File: src/rtl/dpi_pkg.sv
// Shared definitions for the DPI stream sequencer: ID/tag widths, flow table
// depth and the per-packet sequencing states.
package dpi_pkg;

  localparam int STREAM_ID_W = 6;
  localparam int FLOW_W      = 16;
  localparam int N_STREAMS   = 64;

  typedef enum logic [2:0] {
    IDLE,
    LOOKUP,
    LOAD,
    GAP,
    STREAM,
    DRAIN,
    EOPS,
    DISCARD
  } seq_state_e;

endpackage

File: src/rtl/dpi_flow_table.sv
// Flow-tag to stream-ID map. 64 entries of {valid, tag}, all compared in
// parallel against the tag. On a miss, the lowest free entry is offered on
// index, and alloc claims it. Entries are only freed by reset.
//   clk, rst  : clock, async active-high reset (clears all valid bits)
//   tag       : flow tag to look up / allocate
//   alloc     : claim entry `index` for `tag` (ignored when full)
//   hit       : tag found in a valid entry
//   full      : every entry valid
//   index     : hit ? matching entry : lowest free entry
module dpi_flow_table
  import dpi_pkg::*;
(
  input  logic                   clk,
  input  logic                   rst,
  input  logic [FLOW_W-1:0]      tag,
  input  logic                   alloc,
  output logic                   hit,
  output logic                   full,
  output logic [STREAM_ID_W-1:0] index
);

  logic [N_STREAMS-1:0]   valid;
  logic [FLOW_W-1:0]      tags [N_STREAMS];
  logic [N_STREAMS-1:0]   match;
  logic [STREAM_ID_W-1:0] hit_idx;
  logic [STREAM_ID_W-1:0] free_idx;

  for (genvar g = 0; g < N_STREAMS; g++) begin : g_cmp
    assign match[g] = valid[g] && (tags[g] == tag);
  end

  // Scan high to low so the lowest index wins.
  always_comb begin
    hit_idx  = '0;
    free_idx = '0;
    for (int i = N_STREAMS - 1; i >= 0; i--) begin
      if (match[i]) hit_idx = STREAM_ID_W'(i);
      if (!valid[i]) free_idx = STREAM_ID_W'(i);
    end
  end

  assign hit   = |match;
  assign full  = &valid;
  assign index = hit ? hit_idx : free_idx;

  always_ff @(posedge clk or posedge rst) begin
    if (rst) valid <= '0;
    else if (alloc && !full) valid[free_idx] <= 1'b1;
  end

  // Tag storage needs no reset; valid gates every compare.
  always_ff @(posedge clk) begin
    if (alloc && !full) tags[free_idx] <= tag;
  end

endmodule

File: src/rtl/dpi_stream_sequencer.sv
// Upstream feeder for the per-regex matchers. Maps each packet's flow tag to
// a stream ID and drives the matchers' control bus with
//   load_state -> (LOAD_GAP) -> char stream -> (DRAIN) -> eop.
// Packets whose flow cannot be allocated (table full) are swallowed and
// counted in drop_cnt.
//   pkt_*            : byte stream in, pkt_rdy handshake, flow on SOP beat
//   cfg_*            : per-stream engine enable table write port
//   char_in/_vld     : registered bytes to matchers
//   stream_id, new_stream_id, enable : held from load_state through eop
//   load_state, eop  : one-cycle sequence pulses
//   drop_cnt         : saturating count of discarded packets
module dpi_stream_sequencer
  import dpi_pkg::*;
#(
  parameter int N_ENGINES = 8,
  parameter int LOAD_GAP  = 3,
  parameter int DRAIN     = 4
) (
  input  logic                   clk,
  input  logic                   rst,
  input  logic [7:0]             pkt_data,
  input  logic                   pkt_vld,
  input  logic                   pkt_sop,
  input  logic                   pkt_eop,
  input  logic [FLOW_W-1:0]      pkt_flow,
  output logic                   pkt_rdy,
  input  logic                   cfg_we,
  input  logic [STREAM_ID_W-1:0] cfg_stream_id,
  input  logic [N_ENGINES-1:0]   cfg_enable,
  output logic [7:0]             char_in,
  output logic                   char_in_vld,
  output logic [STREAM_ID_W-1:0] stream_id,
  output logic                   new_stream_id,
  output logic                   load_state,
  output logic                   eop,
  output logic [N_ENGINES-1:0]   enable,
  output logic [15:0]            drop_cnt
);

  seq_state_e             state, state_nx;
  logic [7:0]             cnt;
  logic [FLOW_W-1:0]      flow_r;
  logic                   ft_hit, ft_full, ft_alloc;
  logic [STREAM_ID_W-1:0] ft_index;
  logic [N_ENGINES-1:0]   en_tab [N_STREAMS];
  logic [N_ENGINES-1:0]   enable_r;
  logic                   accept;

  dpi_flow_table u_flow_table (
    .clk   (clk),
    .rst   (rst),
    .tag   (flow_r),
    .alloc (ft_alloc),
    .hit   (ft_hit),
    .full  (ft_full),
    .index (ft_index)
  );

  assign accept = (state == STREAM) && pkt_vld;

  // The DRAIN parameter shadows the imported state literal, so the state is
  // named through the package scope.
  always_comb begin
    state_nx   = state;
    pkt_rdy    = 1'b0;
    load_state = 1'b0;
    eop        = 1'b0;
    ft_alloc   = 1'b0;
    case (state)
      IDLE:   if (pkt_vld && pkt_sop) state_nx = LOOKUP;
      LOOKUP: begin
        if (ft_hit) state_nx = LOAD;
        else if (!ft_full) begin
          ft_alloc = 1'b1;
          state_nx = LOAD;
        end else state_nx = DISCARD;
      end
      LOAD: begin
        load_state = 1'b1;
        state_nx   = GAP;
      end
      // LOAD plus GAP span LOAD_GAP-1 cycles; the byte accepted in the first
      // STREAM cycle then lands on char_in exactly LOAD_GAP after load_state.
      GAP:    if (cnt == 8'(LOAD_GAP - 3)) state_nx = STREAM;
      STREAM: begin
        pkt_rdy = 1'b1;
        if (pkt_vld && pkt_eop) state_nx = dpi_pkg::DRAIN;
      end
      // Entered on the cycle of the last char_in_vld.
      dpi_pkg::DRAIN: if (cnt == 8'(DRAIN - 1)) state_nx = EOPS;
      EOPS: begin
        eop      = 1'b1;
        state_nx = IDLE;
      end
      DISCARD: begin
        pkt_rdy = 1'b1;
        if (pkt_vld && pkt_eop) state_nx = IDLE;
      end
      default: state_nx = IDLE;
    endcase
  end

  always_ff @(posedge clk or posedge rst) begin
    if (rst) begin
      state <= IDLE;
      cnt   <= '0;
    end else begin
      state <= state_nx;
      cnt   <= (state_nx != state) ? 8'd0 : cnt + 8'd1;
    end
  end

  always_ff @(posedge clk or posedge rst) begin
    if (rst) begin
      flow_r        <= '0;
      stream_id     <= '0;
      new_stream_id <= 1'b0;
      enable_r      <= '0;
      char_in       <= '0;
      char_in_vld   <= 1'b0;
      drop_cnt      <= '0;
    end else begin
      char_in_vld <= accept;
      if (accept) char_in <= pkt_data;
      if (state == IDLE && pkt_vld && pkt_sop) flow_r <= pkt_flow;
      if (state == LOOKUP && (ft_hit || !ft_full)) begin
        stream_id     <= ft_index;
        new_stream_id <= !ft_hit;
      end
      // Snapshot so cfg writes during the packet do not disturb it.
      if (state == LOAD) enable_r <= en_tab[stream_id];
      if (state == LOOKUP && !ft_hit && ft_full && drop_cnt != 16'hFFFF)
        drop_cnt <= drop_cnt + 16'd1;
    end
  end

  always_ff @(posedge clk or posedge rst) begin
    if (rst) begin
      for (int i = 0; i < N_STREAMS; i++) en_tab[i] <= '0;
    end else if (cfg_we) begin
      en_tab[cfg_stream_id] <= cfg_enable;
    end
  end

  assign enable = (state == LOAD) ? en_tab[stream_id] : enable_r;

endmodule
File: config.mk
export PLATFORM = sky130hd
export DESIGN_NAME = dpi_stream_sequencer
export DESIGN_NICKNAME = d
export VERILOG_FILES = /design/src/rtl/dpi_pkg.sv /design/src/rtl/dpi_flow_table.sv /design/src/rtl/dpi_stream_sequencer.sv
export SDC_FILE = /design/constraint.sdc
export NUM_CORES = 2
export LEC_CHECK = 0
export CAP_MARGIN = 20
export CORE_MARGIN = 2
export CORE_UTILIZATION = 45
export DETAILED_ROUTE_END_ITERATION = 7
export PLACE_DENSITY = 0.71
export SETUP_SLACK_MARGIN = 0.02
export SYNTH_ARGS = -nofsm -noshare
export SYNTH_HDL_FRONTEND = slang
export SYNTH_SLANG_ARGS = --single-unit
File: constraint.sdc
create_clock -name clk -period 35.5 [get_ports clk]
set_input_delay 10.65 -clock clk [delete_from_list [all_inputs] [get_ports clk]]
set_output_delay 10.65 -clock clk [all_outputs]
set_load 0.02 [all_outputs]
==> impl_metrics.csv <==
group,metric,value,unit
critical_path,cp.arrival,6.09,ns
synth,synth_edf_count,1024,
synth,yosys.area_share.simple,9.55,%
floorplan,die_w,416,um
run_status,status,"finished clean",
drt,first_pass_iters,6,
critical_path,path_class,"reg2out",
clock_tree,clk_path_buf_depth,3,
synth,yosys.area.top_type,"edfxtp_1",
synth,synth.most_common_cell,"edfxtp_1",
critical_path,critical-path-top-delay-family,"buffers and inverters",
critical_path,cp_cell_sequence,"buf_4 > buf_4 > mux4_2 > mux4_2 > mux4_2 > mux2_2 > clkdlybuf4s50_1",
sta,tightest_slew,1.18,ns
synth,synth.top_cells.by_count,"edfxtp_1 (1024), xor2_1 (757), dfrtp_1 (643), mux2_2 (546), xnor2_1 (294)",
pwr,powerDensity,73.2,mW/mm^2
synth,seq_area_frac_synth,61.3,%
clock_tree,cts-root-buf,"clkbuf_16",
critical_path,timing.rr.end,"u_flow_table.tags[50][11]$_DFFE_PP_",
sta,max_freq,59.7,MHz
final_layout,num_antenna_cells,0,
hold_path,hp-class,"reg2reg",
critical_path,start_kind,"flop",
critical_path,r2r_start,"flow_r[11]$_DFFE_PP0P_",
placed_design,placed_cells,7381,
synth,yosysTopAreaCellShare,40.2,%
placed_design,portBuffers,86,
floorplan,std_cell_rows,151,
synth,syn_avg_cell_area,14.7,um^2
clock_tree,clk_pin_slew,0.06,ns
clock_tree,post_cts_buffers,0,
synth,synth_top_family_by_area,"multiplexers",
floorplan,dieArea,0.173,mm^2
global_routing,antenna_found_initial,3,
floorplan,die_h,416,um
floorplan,core_area,0.169,mm^2
clock_tree,clkLatencyLatePin,0.81,ns
global_routing,grt_pass1_wl,283000,um
drt,wire_per_inst,23.9,um
critical_path,crit_buf_inv,3,
clock_tree,cts_hold_buf,0,
critical_path,crit_slowest_cell,"dfrtp_4",
hold_path,whs_path_depth,1,
final_layout,area_growth,12.0,%
synth,ys_types,80,
sta,fin_crit,16.74,ns
sta,drv_slew,0,
synth,synth_fp_nets,5256,
critical_path,rr_worst_depth,13,
sta,hold_viol,0,
synth,synth-adder-area-share,0.0491,%
sta,finalClockSkew,0.0567,ns
placed_design,place.gp.congestion,0.917,
synth,yosys_warnings,0,
clock_tree,htree_levels,4,
pwr,p_leak,31.8,nW
global_routing,grt_max_degree,165,
drt,wl,185000,um
final_layout,drive_gt1_share,21.5,%
drt,ant_nets,0,
critical_path,cp-end-kind,"output port",
sta,tns,0,ns
final_layout,layoutNonFillerInstCount,7722,
synth,synth_xor_area_share,12.0,%
synth,synth_compound_area_share,1.73,%
drt,first_iter_violations,3678,
critical_path,cp.required,24.85,ns
floorplan,io_pins,87,
sta,rsz0062_at_grt,"false",
critical_path,r2r_slack,28.66,ns
clock_tree,cts_made_buffers,175,
critical_path,cp_max_fo,48,
sta,relSlewSlack,20.3,%
flow_run,drv_cap,0,
synth,syn_inst,5209,
clock_tree,tritoncts,"done",
pwr,total_power,6.27,mW
critical_path,critical-path-max-stage-delay,0.99,ns
drt,via_per_inst,5.78,
floorplan,initial_core_util,45.2,%
global_routing,grt_use_total,21.2,%
critical_path,cp_common_cell,"mux4_2",
synth,yosys-top-cells-area,"edfxtp_1 (40%), dfrtp_1 (21%), xor2_1 (8.7%), mux2_2 (8.0%), mux4_2 (5.0%)",
clock_tree,clock_sinks,1667,
drt,vias,44669,
hold_path,holdPathEnd,"drop_cnt[6]$_DFFE_PP0P_",
hold_path,min_from,"drop_cnt[6]$_DFFE_PP0P_",
global_routing,grt_pass1_vias,45741,
pwr,ir_worst_vdd,0.0555,mV
global_routing,grt-ovfl-total,0,
synth,synth-async-reset-ratio,38.6,%
synth,ys_ff_latch,1667,
final_layout,nets,5403,
clock_tree,cts-resized-gates,0,
sta,finalCritPeriodShare,47.2,%
synth,synth.area.mux_share,13.0,%
placed_design,hpwl,108000,um
synth,synth_ff_type,"edfxtp_1",
synth,netlist_area,0.0764,mm^2
sta,report.final.setup_viol,0,
drt,drc_errors,0,
-- stage by stage --
stage / utilization (%) / hold slack, ns / cell area, um^2 / setup slack [ns]
2_1_floorplan: - / 0.474 / 76400 / 6.84
3_3_place_gp: 46.9 / 0.482 / 79300 / 19.53
3_5_place_dp: 47.0 / 0.483 / 79500 / 19.46
4_1_cts: 50.5 / 0.494 / 85300 / 18.59
5_1_grt: 50.6 / 0.510 / 85600 / 18.27
6_report: 50.6 / 0.497 / 85600 / 18.76
-- layout by cell type (no fill, tap or decap), types with 171 or more instances in the layout --
cell / Yosys / layout
edfxtp_1: 1024 / 1024
clkbuf_16: 0 / 177
mux2_2: 546 / 546
nand4_1: 171 / 171
xor2_1: 757 / 757
nor2_1: 205 / 205
dfrtp_1: 643 / 624
nand2_1: 214 / 214
xnor2_1: 294 / 294
nor4_1: 208 / 208
-- flip-flops by register name, summed over array words and instances (netlist names), 3 cells and up --
name	flops
stream_id	6
enable_r	8
state	3
en_tab	512
u_flow_table.valid	64
u_flow_table.tags	1024
cnt	8
char_in	8
flow_r	16
drop_cnt	16
-- worst reg2reg max path, cell delays in order (launching register included) --
cell	delay, ns
dfrtp_4	0.93
buf_4	0.66
buf_4	0.81
xor2_1	0.31
nor4_1	0.10
nand4_1	0.12
o22ai_1	0.14
nor4_1	0.92
nand2_1	0.10
or3b_1	0.54
nor3_2	0.52
nand2_2	0.46
nor2_1	0.72
buf_6	0.24
-- routing by layer --
metal,wire length (um),GRT usage [%]
met3,11500,3.94
met1,77800,28.2
met5,13,0
met2,87900,34.5
met4,7490,8.61
-- where the power goes --
part           leakage (nW)  internal, mW  switching (mW)
Sequential             17.8          2.37           0.257
Combinational          11.2         0.678            1.12
Clock                  2.84          1.06           0.774
Total                  31.8          4.12            2.15
-- cells by family (layout without fill, tap and decap cells) --
| kind of cell | count (synthesis) | count (layout) |
|---|---|---|
| buffers and inverters | 292 | 587 |
| adder cells (fa/ha/maj) | 3 | 3 |
| flip-flops | 1667 | 1667 |
| AO/OA/AOI/OAI | 201 | 201 |
| AND/OR/NAND/NOR | 1281 | 1281 |
| multiplexers | 714 | 714 |
| XOR/XNOR | 1051 | 1051 |
-- cell type report --
class	instances	area (um^2)
Clock inverter	70	820
Clock buffer	255	5000
Inverter	39	155
Timing Repair Buffer	223	2140
Fill cell	14043	83500
Multi-Input combinational cell	3250	27800
Sequential cell	1667	46900
Tap cell	2218	2780
-- worst max path at each step --
stage          cells after the start                     end                startpoint
2_1_floorplan                      1  char_in[0]$_DFFE_PP0P_                       rst
3_3_place_gp                       7               enable[2]  stream_id[0]$_DFFE_PP0P_
3_5_place_dp                       7               enable[2]  stream_id[0]$_DFFE_PP0P_
4_1_cts                            7               enable[2]  stream_id[0]$_DFFE_PP0P_
5_1_grt                            7               enable[2]  stream_id[0]$_DFFE_PP0P_
6_report                           7               enable[2]  stream_id[0]$_DFFE_PP0P_
(Power assumes the default switching activity.)
